--- src/rtl/fetch_unit.sv ---
`default_nettype none
// fetch_unit: holds the PC, requests instruction memory and presents each fetched word to decode.
// A taken branch redirects the PC; a wrong-path request still in flight is drained in FLUSH.
module fetch_unit #(
  parameter int                ADDR_W   = 32,
  parameter logic [ADDR_W-1:0] RESET_PC = '0
) (
  input  logic              clk,
  input  logic              rst,
  input  logic              stall,
  input  logic              branch_taken,
  input  logic [ADDR_W-1:0] branch_pc,
  input  logic [23:0]       branch_imm,
  output logic              imem_req,
  output logic [ADDR_W-1:0] imem_addr,
  input  logic [31:0]       imem_rdata,
  input  logic              imem_valid,
  output logic [31:0]       instruction,
  output logic              instr_valid,
  output logic [ADDR_W-1:0] instr_pc
);

  localparam logic [1:0] S_REQ   = 2'd0;
  localparam logic [1:0] S_HOLD  = 2'd1;
  localparam logic [1:0] S_FLUSH = 2'd2;

  logic [1:0]        state_q, state_d;
  logic [ADDR_W-1:0] pc_q, pc_d;
  logic [ADDR_W-1:0] flush_addr_q, flush_addr_d;
  logic [31:0]       instr_q, instr_d;
  logic [ADDR_W-1:0] instr_pc_q, instr_pc_d;
  logic              valid_q, valid_d;

  logic [ADDR_W-1:0] offset_w;
  logic [ADDR_W-1:0] target_w;

  // Word offset scaled to bytes; sign bits beyond the PC width are irrelevant modulo 2^ADDR_W.
  generate
    if (ADDR_W > 26) begin : g_off_wide
      assign offset_w = {{(ADDR_W-26){branch_imm[23]}}, branch_imm, 2'b00};
    end else begin : g_off_narrow
      assign offset_w = {branch_imm[ADDR_W-3:0], 2'b00};
    end
  endgenerate

  assign target_w = branch_pc + ADDR_W'(8) + offset_w;

  always_ff @(posedge clk or negedge rst) begin
    if (!rst) begin
      state_q      <= S_REQ;
      pc_q         <= RESET_PC;
      flush_addr_q <= '0;
      instr_q      <= '0;
      instr_pc_q   <= '0;
      valid_q      <= 1'b0;
    end else begin
      state_q      <= state_d;
      pc_q         <= pc_d;
      flush_addr_q <= flush_addr_d;
      instr_q      <= instr_d;
      instr_pc_q   <= instr_pc_d;
      valid_q      <= valid_d;
    end
  end

  always_comb begin
    state_d      = state_q;
    pc_d         = pc_q;
    flush_addr_d = flush_addr_q;
    instr_d      = instr_q;
    instr_pc_d   = instr_pc_q;
    valid_d      = valid_q;
    if (branch_taken) begin
      pc_d    = target_w;
      valid_d = 1'b0;
      case (state_q)
        S_REQ: begin
          // An unanswered request cannot be withdrawn, so its address is kept until it completes.
          if (!imem_valid) begin
            flush_addr_d = pc_q;
            state_d      = S_FLUSH;
          end
        end
        S_FLUSH: begin
          if (imem_valid) state_d = S_REQ;
        end
        default: state_d = S_REQ;
      endcase
    end else begin
      case (state_q)
        S_REQ: begin
          if (imem_valid) begin
            instr_d    = imem_rdata;
            instr_pc_d = pc_q;
            valid_d    = 1'b1;
            pc_d       = pc_q + ADDR_W'(4);
            state_d    = S_HOLD;
          end
        end
        S_HOLD: begin
          if (!stall) begin
            valid_d = 1'b0;
            state_d = S_REQ;
          end
        end
        S_FLUSH: begin
          if (imem_valid) state_d = S_REQ;
        end
        default: state_d = S_REQ;
      endcase
    end
  end

  always_comb begin
    imem_req  = 1'b0;
    imem_addr = pc_q;
    case (state_q)
      S_REQ:   imem_req = rst;
      S_FLUSH: begin
        imem_req  = rst;
        imem_addr = flush_addr_q;
      end
      default: imem_req = 1'b0;
    endcase
  end

  assign instruction = instr_q;
  assign instr_valid = valid_q;
  assign instr_pc    = instr_pc_q;

endmodule
`default_nettype wire

--- config.mk ---
export PLATFORM = sky130hd
export DESIGN_NAME = fetch_unit
export DESIGN_NICKNAME = d
export VERILOG_FILES = /design/src/rtl/fetch_unit.sv
export SDC_FILE = /design/constraint.sdc
export NUM_CORES = 1
export LEC_CHECK = 0
export ABC_AREA = 1
export CORE_AREA = 2 2 170 172
export DETAILED_ROUTE_END_ITERATION = 8
export DIE_AREA = 0 0 172 174
export PLACE_DENSITY = 0.63
export SLEW_MARGIN = 20
export SYNTH_ARGS = -nofsm -noshare
export SYNTH_HDL_FRONTEND = slang
export SYNTH_SLANG_ARGS = --single-unit
export TNS_END_PERCENT = 1
--- constraint.sdc ---
create_clock -name clk -period 2.05 [get_ports clk]
set_clock_uncertainty 0.15 [all_clocks]
set_input_delay 0.41 -clock clk [delete_from_list [all_inputs] [get_ports clk]]
set_output_delay 0.41 -clock clk [all_outputs]
set_load 0.03 [all_outputs]
==> results of run 1 <==
-- synthesized netlist by cell type (3+ instances only) --
cell	count	area share
a21oi_1	84	0.050
a311oi_1	3	0.0032
a31oi_1	7	0.0052
buf_2	8	0.0048
clkbuf_1	25	0.011
dfrtp_1	131	0.39
ha_1	58	0.087
inv_1	116	0.052
nand2_1	380	0.17
nand3_1	55	0.033
nand3b_1	6	0.0054
nand4_1	11	0.0083
nor2_1	111	0.050
nor2_2	3	0.0023
nor2_4	4	0.0054
nor3_1	19	0.011
o21ai_0	97	0.058
o21ai_1	5	0.0030
o21bai_1	5	0.0045
xor2_1	9	0.0095
-- area by class of cell --
| cell class | instances | area (sq um) |
|---|---|---|
| Fill cell | 2672 | 13800 |
| Multi-Input combinational cell | 882 | 6360 |
| Sequential cell | 131 | 3280 |
| Timing Repair Buffer | 315 | 3230 |
| Tap cell | 384 | 480 |
| Clock buffer | 23 | 478 |
| Inverter | 118 | 468 |
| Clock inverter | 9 | 128 |
-- power breakdown --
part	total, mW	internal (mW)	switching [mW]
sequential	3.72	3.23	0.491
combinational	6.08	2.65	3.43
clock	3.13	2.01	1.12
total	12.9	7.88	5.04
-- worst max-delay path: cells and delay by family, from the launching register on --
| family | cells | cell delay (ns) |
|---|---|---|
| AO/OA/AOI/OAI | 1 | 0.14 |
| buffers and inverters | 2 | 0.34 |
| flip-flops | 1 | 0.49 |
| AND/OR/NAND/NOR | 2 | 0.21 |
-- cell families (layout without fill, tap and decap cells) --
| group | count (synthesis) | after routing | synth area share |
|---|---|---|---|
| AND/OR/NAND/NOR | 598 | 599 | 0.297 |
| flip-flops | 131 | 131 | 0.393 |
| adder cells (fa/ha/maj) | 59 | 59 | 0.0894 |
| AO/OA/AOI/OAI | 214 | 214 | 0.136 |
| XOR/XNOR | 10 | 10 | 0.0105 |
| buffers and inverters | 155 | 465 | 0.0735 |
-- metal layers --
layer	up-vias	global-route usage	routed length [microns]
met3	33	0.0225	1350
li1	4400	-	-
met4	0	0.0581	485
met1	4202	0.263	12800
met2	260	0.308	13400
met5	-	0	0
-- stage by stage --
| stage | worst slack [ns] | setup TNS [ns] | area [sq um] | utilization | power (mW) |
|---|---|---|---|---|---|
| CTS | -0.121 | -2.85 | 14000 | 0.497 | 12.7 |
| floorplan | -0.157 | -1.56 | 8400 | - | 6.28 |
| global route | -0.141 | -5.11 | 14400 | 0.511 | 13.7 |
| finish | -0.102 | -2.30 | 14400 | 0.511 | 12.9 |
| global placement | -0.976 | -26.10 | 11600 | 0.410 | 8.59 |
| detailed placement | -1.03 | -28.09 | 11600 | 0.410 | 8.66 |
-- registers in the layout, summed over array words and instances, names as in the netlist --
name / flops
instr_pc: 32
instr_valid: 1
flush_addr_q: 32
pc_q: 32
state_q: 2
instruction: 32
-- worst paths after layout --
check	endpoint	from	depth (start not counted)	slack, ns
min in group asynchronous	instr_pc[10]	rst	3	0.52
worst min-delay path	instruction[27]	instruction[27]	2	0.32
max in group asynchronous	state_q[1]	rst	3	0.69
worst max register to register	pc_q[30]	pc_q[2]	12	0.05
worst min register to register	instruction[27]	instruction[27]	2	0.32
worst max-delay path	imem_addr[29]	state_q[1]	5	-0.10
-- timing repair --
action | in CTS | in global routing
hold buffers | 1 | 0
gates cloned | 5 | 2
resized for setup | 418 | 89
buffers inserted | 15 | 1
pin swaps | 142 | 37
hold endpoints to repair | 34 | 0
endpoints found under the setup margin | 64 | 127
==> flow_metrics.tcl, run 1 <==
set metrics [dict create \
    required_ns 1.49 \
    maxCapViolCount 0 \
    numCtsBuffers 17 \
    cts_buffer_depth 2 \
    p_per_area_nw_per_um2 896 \
    grt_pass1_vias 8719 \
    dp_cells 1808 \
    diodes 0 \
    synthFlopType "dfrtp_1" \
    rows 62 \
    h-tree-depth 4 \
    period_share 1.05 \
    rsz0062_at_grt "yes" \
    ys_types 44 \
    worst_pin_slew_ns 0.731 \
    yosysSeqAreaShare 0.393 \
    drc 0 \
    drtIter0Drc 741 \
    yosys_warnings 0 \
    nets 1617 \
    ant_nets 0 \
    violations "setup timing" \
    port_buffers 190 \
    coreArea_sq_um 28200 \
    start_kind "flop" \
    antenna_found_initial 0 \
    vias 8895 \
    dp_hpwl_mm 19.6 \
    whs_ns 0.316 \
    hold_viol_final 0 \
    drive_above_1_share 0.323 \
    timing.final.crit_period_ns 2.15 \
    p_leak_nw 6.76 \
    syn-num-nets 1319 \
    hold_class "reg -> reg" \
    drtPass1Iterations 5 \
    syn_area_per_cell_sq_um 7.15 \
    clk_latency_ns 0.42 \
    async_flop_share 1.00 \
    grt_use_total 0.190 \
    dieArea_sq_um 29900 \
    area_growth_syn_to_layout_pct 72.9 \
    die_height_microns 174 \
    grt_max_degree 132 \
    synth_area_sq_um 8340 \
    wl_per_cell_microns 15.1 \
    layout_commonest_cell "nand2_1" \
    cts_tree "built" \
    max-vdd-ir-drop_mv 0.599 \
    start_util 0.295 \
    clk_pin_slew_ns 0.06 \
    overflow 0 \
    synth-edff-count 0 \
    critPathMaxFanout 7 \
    slowest_stage "dfrtp_2" \
    vias_per_cell 4.78 \
    finalSetupViolations 34 \
    max_freq_ghz 0.465 \
    slew_violations 0 \
    path_cells "nand2_8, clkbuf_16, nor2_4, a21oi_4, buf_12" \
    die_w_microns 172 \
    finalWorstSetupSlack_ns -0.102 \
    ys_ff_latch 131 \
    root_buffer "clkbuf_16" \
    worstSetupPathType "reg -> out" \
    mostFrequentLayoutCells "322 x nand2_1, 130 x dfrtp_1, 102 x inv_1" \
    max_stage_delay_ns 0.49 \
    stdcell_count 1862 \
    status "finished with violations" \
    relSlewSlack 0.513 \
    crit_path_end_kind "primary output" \
    arrival_ns 1.59 \
    place.gp.congestion 0.863 \
    grt_pass1_wl_mm 45.1 \
    routed_wirelength_mm 28.1 \
    cts.sink_count 131 \
    syn-instance-count 1167 \
    boundaryPins 191 \
]
Power figures use the tool's default switching activity.
==> inputs of run 2 (changes only) <==
CORE_AREA = 2 2 131 133   (was 2 2 170 172)
DIE_AREA = 0 0 133 135   (was 0 0 172 174)
MAX_ROUTING_LAYER = met4   (was default)
PLACE_DENSITY = 0.91   (was 0.63)
clock period = 2.35 ns   (was 2.05 ns; I/O delays follow)
==> flow_metrics.tcl, run 2 (synthesis gave the netlist of run 1 again) <==
set metrics [dict create \
    grt_pass1_vias 8667 \
    place.gp.congestion 0.949 \
    critPathMostFrequentCell "a21oi_1" \
    crit_path_end_kind "flop" \
    slew_violations 0 \
    rows 47 \
    p_total_mw 10.8 \
    diodes 0 \
    required_ns 2.54 \
    relSlewSlack 0.478 \
    die_w_microns 133 \
    coreArea_sq_um 16400 \
    port_buffers 190 \
    drt-met1-wl_mm 11.1 \
    dr_wl_met2_mm 14.0 \
    slowest_stage "clkdlybuf4s50_1" \
    cts.sink_count 131 \
    power.share.sequential 0.296 \
    violations "hold timing, setup timing" \
    ant_nets 0 \
    dieArea_sq_um 18000 \
    tns_ns -0.0770 \
    drtPass1Iterations 6 \
    hold_viol_final 19 \
    hold_class "in -> async" \
    max_freq_ghz 0.419 \
    drtIter0Drc 1030 \
    routed_wirelength_mm 28.1 \
    cts_tree "built" \
    wl_met3_mm 1.92 \
    wl_per_cell_microns 16.9 \
    grt_max_degree 132 \
    maxCapViolCount 0 \
    antenna_found_initial 0 \
    period_share 1.01 \
    power.share.clock 0.282 \
    layout_commonest_cell "nand2_1" \
    p_sw_mw 4.17 \
    rsz0062_at_grt "yes" \
    vias_per_cell 5.54 \
    cts_buffer_depth 2 \
    worstSetupPathType "in -> reg" \
    start_kind "input pin" \
    worst_pin_slew_ns 0.783 \
    max_stage_delay_ns 0.52 \
    dp_cells 1622 \
    clk_pin_slew_ns 0.06 \
    h-tree-depth 4 \
    start_util 0.508 \
    arrival_ns 2.58 \
    numCtsBuffers 17 \
    path_cells "clkdlybuf4s50_1, ha_4, ha_4, a21oi_1, o21ai_0, a21oi_1, nand3_1, nand2_1, nand3_2, a21oi_1" \
    nets 1581 \
    status "finished with violations" \
    finalWorstSetupSlack_ns -0.0342 \
    grt_pass1_wl_mm 41.0 \
    p_leak_nw 6.22 \
    root_buffer "clkbuf_16" \
    boundaryPins 191 \
    die_height_microns 135 \
    critPathMaxFanout 4 \
    p_per_area_nw_per_um2 845 \
    swShare 0.384 \
    grt_use_total 0.292 \
    mostFrequentLayoutCells "344 x nand2_1, 139 x clkdlybuf4s50_1, 130 x dfrtp_1" \
    max-vdd-ir-drop_mv 0.588 \
    internal_power_mw 6.68 \
    drc 0 \
    clk_latency_ns 0.42 \
    whs_ns -0.0193 \
    area_growth_syn_to_layout_pct 53.9 \
    timing.final.crit_period_ns 2.38 \
    routed.top_layer "met4" \
    finalSetupViolations 3 \
    combPwrFrac 0.422 \
    drive_above_1_share 0.227 \
    dp_hpwl_mm 18.5 \
    overflow 0 \
    stdcell_count 1662 \
    vias 9207 \
]
run 2: power groups by stage:
| stage | registers [mW] | logic, mW | clock network, mW |
|---|---|---|---|
| floorplan | 3.71 | 1.75 | 0 |
| global placement | 3.19 | 3.90 | 0 |
| detailed placement | 3.22 | 4.00 | 0 |
| CTS | 3.19 | 4.11 | 3.05 |
| global route | 3.27 | 4.90 | 3.15 |
| finish | 3.21 | 4.57 | 3.06 |
run 2: layer usage:
layer  up-vias  track usage
li1       4323            -
met5         -            -
met2       495        0.480
met1      4297        0.356
met3        92       0.0450
met4         0        0.134
run 2: per-stage QoR:
stage	utilization	area [sq um]	setup WS [ns]
after floorplan	-	8360	0.0149
after global placement	0.673	11000	-0.752
after detailed placement	0.673	11000	-0.720
after CTS	0.723	11900	-0.133
after global routing	0.782	12800	-0.143
final	0.782	12800	-0.0342
run 2: critical path: cells and delay by family:
kind,cells,cell delay [ns]
compound gates,4,0.81
fa+ha+maj,2,0.49
buf+inv,1,0.52
simple gates,3,0.27
run 2: what timing repair did:
action,in CTS,in global routing
endpoints found under the setup margin,51,41
setup buffers,0,7
cloned,0,1
gates resized for setup,37,181
pin swaps,5,37
hold buffers,0,0
run 2: layout make-up:
cell class / instances / area, sq um
multi-input combinational: 881 / 5470
fill: 1028 / 3570
sequential: 131 / 3280
timing repair buffer: 280 / 2700
clock buffer: 20 / 447
inverter: 118 / 443
tap: 220 / 275
clock inverter: 12 / 225
run 2: final timing paths:
kind | to | startpoint | slack [ns] | cells past startpoint
worst max register to register | pc_q[26] | pc_q[3] | 0.05 | 10
max in group asynchronous | state_q[1] | rst | 1.39 | 2
worst min-delay path | instr_pc[15] | rst | -0.02 | 2
worst min register to register | instruction[29] | instruction[29] | 0.32 | 2
min in group clk | instruction[29] | instruction[29] | 0.32 | 2
worst max-delay path | pc_q[24] | branch_pc[23] | -0.03 | 10
==> inputs of run 3 (changes only) <==
CAP_MARGIN = 15   (was default)
CORE_AREA = 2 2 127 129   (was 2 2 131 133)
CTS_CLUSTER_DIAMETER = 80   (was default)
DIE_AREA = 0 0 129 131   (was 0 0 133 135)
PLACE_DENSITY = 0.95   (was 0.91)
clock period = 3 ns   (was 2.35 ns; I/O delays follow)
==> flow_metrics.tcl, run 3 (synthesis gave the netlist of run 1 again) <==
set metrics [dict create \
    finalWorstSetupSlack_ns 0.138 \
    timing.rr.end "pc_q[26]" \
    p_leak_nw 5.64 \
    grt_pass1_wl_mm 37.9 \
    cts_buffer_depth 2 \
    place.gp.congestion 0.914 \
    diodes 0 \
    status "complete, no violations" \
    mostFrequentLayoutCells "378 x nand2_1, 158 x clkdlybuf4s50_1, 131 x dfrtp_1" \
    timing.final.crit_period_ns 2.86 \
    h-tree-depth 4 \
    cts.sink_count 131 \
    drive_above_1_share 0.0696 \
    maxCapViolCount 0 \
    die_height_microns 131 \
    cts_setup_buffers 0 \
    whs_ns 0.177 \
    hold_buffers 0 \
    ff2ff_path_depth 10 \
    slew_violations 0 \
    postPlaceCellArea_sq_um 10700 \
    crit_path_end_kind "flop" \
    cts_tree "built" \
    period_share 0.954 \
    ant_nets 0 \
    drtPass1Iterations 5 \
    design_area_sq_um 11300 \
    grt_pass1_vias 8046 \
    worst_pin_slew_ns 0.721 \
    worstSetupPathType "in -> reg" \
    relSlewSlack 0.519 \
    rrSetupSlack_ns 0.62 \
    grt_max_degree 132 \
    max_freq_ghz 0.349 \
    max-vdd-ir-drop_mv 0.331 \
    clk_latency_ns 0.42 \
    clk_pin_slew_ns 0.06 \
    start_kind "input pin" \
    boundaryPins 191 \
    hold_class "in -> async" \
    vias 8706 \
    dieArea_sq_um 16900 \
    r2r-start "pc_q[3]" \
    arrival_ns 3.03 \
    required_ns 3.17 \
    grt_use_total 0.291 \
    area_growth_syn_to_layout_pct 35.2 \
    coreArea_sq_um 15600 \
    hold_viol_final 0 \
    numCtsBuffers 17 \
    vias_per_cell 5.41 \
    critPathMaxFanout 4 \
    port_buffers 190 \
    final_core_util 0.723 \
    p_per_area_nw_per_um2 673 \
    dp_hpwl_mm 17.5 \
    drc 0 \
    nets 1533 \
    antenna_found_initial 0 \
    rows 46 \
    wl_per_cell_microns 14.8 \
    layout_commonest_cell "nand2_1" \
    routed_wirelength_mm 23.8 \
    root_buffer "clkbuf_16" \
    start_util 0.535 \
    finalSetupViolations 0 \
    overflow 0 \
    drtIter0Drc 734 \
    die_w_microns 129 \
    pre_cts_ws_ns -0.276 \
    rsz0062_at_grt "no" \
]
==> run 3: changes by cell type in the layout (fill, tap and decap cells not counted), moves of 12 or more <==
cell / before / now
a21oi_2: 36 / 0
clkdlybuf4s50_1: 139 / 158
nand2_4: 13 / 1
a21oi_1: 46 / 84
ha_1: 18 / 58
nand2_2: 26 / 4
dlymetal6s2s_1: 16 / 2
nor2_1: 95 / 111
dlygate4sd2_1: 3 / 26
buf_4: 107 / 41
nand2_1: 344 / 378
ha_4: 39 / 0
==> run 3: timing repair <==
item | 4_1_cts | 5_1_grt
resized for setup | 26 | 4
setup endpoints to repair | 26 | 4
endpoints found under the hold margin | 0 | 0
==> run 3: final cells by class <==
class | instances | area (sq um)
Clock buffer | 19 | 453
Clock inverter | 12 | 131
Fill cell | 1154 | 4320
Inverter | 118 | 443
Multi-Input combinational cell | 881 | 4460
Sequential cell | 131 | 3280
Tap cell | 216 | 270
Timing Repair Buffer | 232 | 2240
==> run 3: worst max path at each step <==
stage                        from      endpoint  slack (ns)  depth (start not counted)
floorplan            branch_pc[3]      pc_q[21]        0.41                         15
global placement     branch_pc[3]      pc_q[21]       -0.14                         16
detailed placement  branch_imm[1]      pc_q[29]       -0.28                         16
CTS                    state_q[0]  imem_addr[5]       0.002                          6
global route         branch_pc[3]      pc_q[21]       0.008                         16
finish              branch_imm[1]      pc_q[11]        0.14                         13
==> run 3: critical path, stage by stage <==
cell,delay [ns]
clkdlybuf4s50_1,0.46
inv_1,0.04
ha_1,0.25
inv_1,0.05
ha_1,0.23
fa_1,0.39
nand3_1,0.14
nand2_1,0.13
nand2_1,0.09
nand2_1,0.14
a21oi_1,0.15
o21ai_0,0.12
a31oi_1,0.25
==> run 3: where the power goes <==
part           internal [mW]  switching (mW)
registers               2.21           0.306
logic                   1.16            1.89
clock network           1.26           0.775
==> run 3: through the flow <==
stage	power [mW]	setup TNS (ns)	instances
2_1_floorplan	4.28	0	1167
3_3_place_gp	5.48	-1.09	1578
3_5_place_dp	5.59	-3.01	1578
4_1_cts	7.59	0	1609
5_1_grt	8.00	0	1609
6_report	7.59	0	1609
==> run 3: metal layers <==
metal  wire length (microns)  GRT usage
met5                       0          -
met4                     597      0.104
met3                    1660     0.0440
met2                   11700      0.489
met1                    9850      0.358
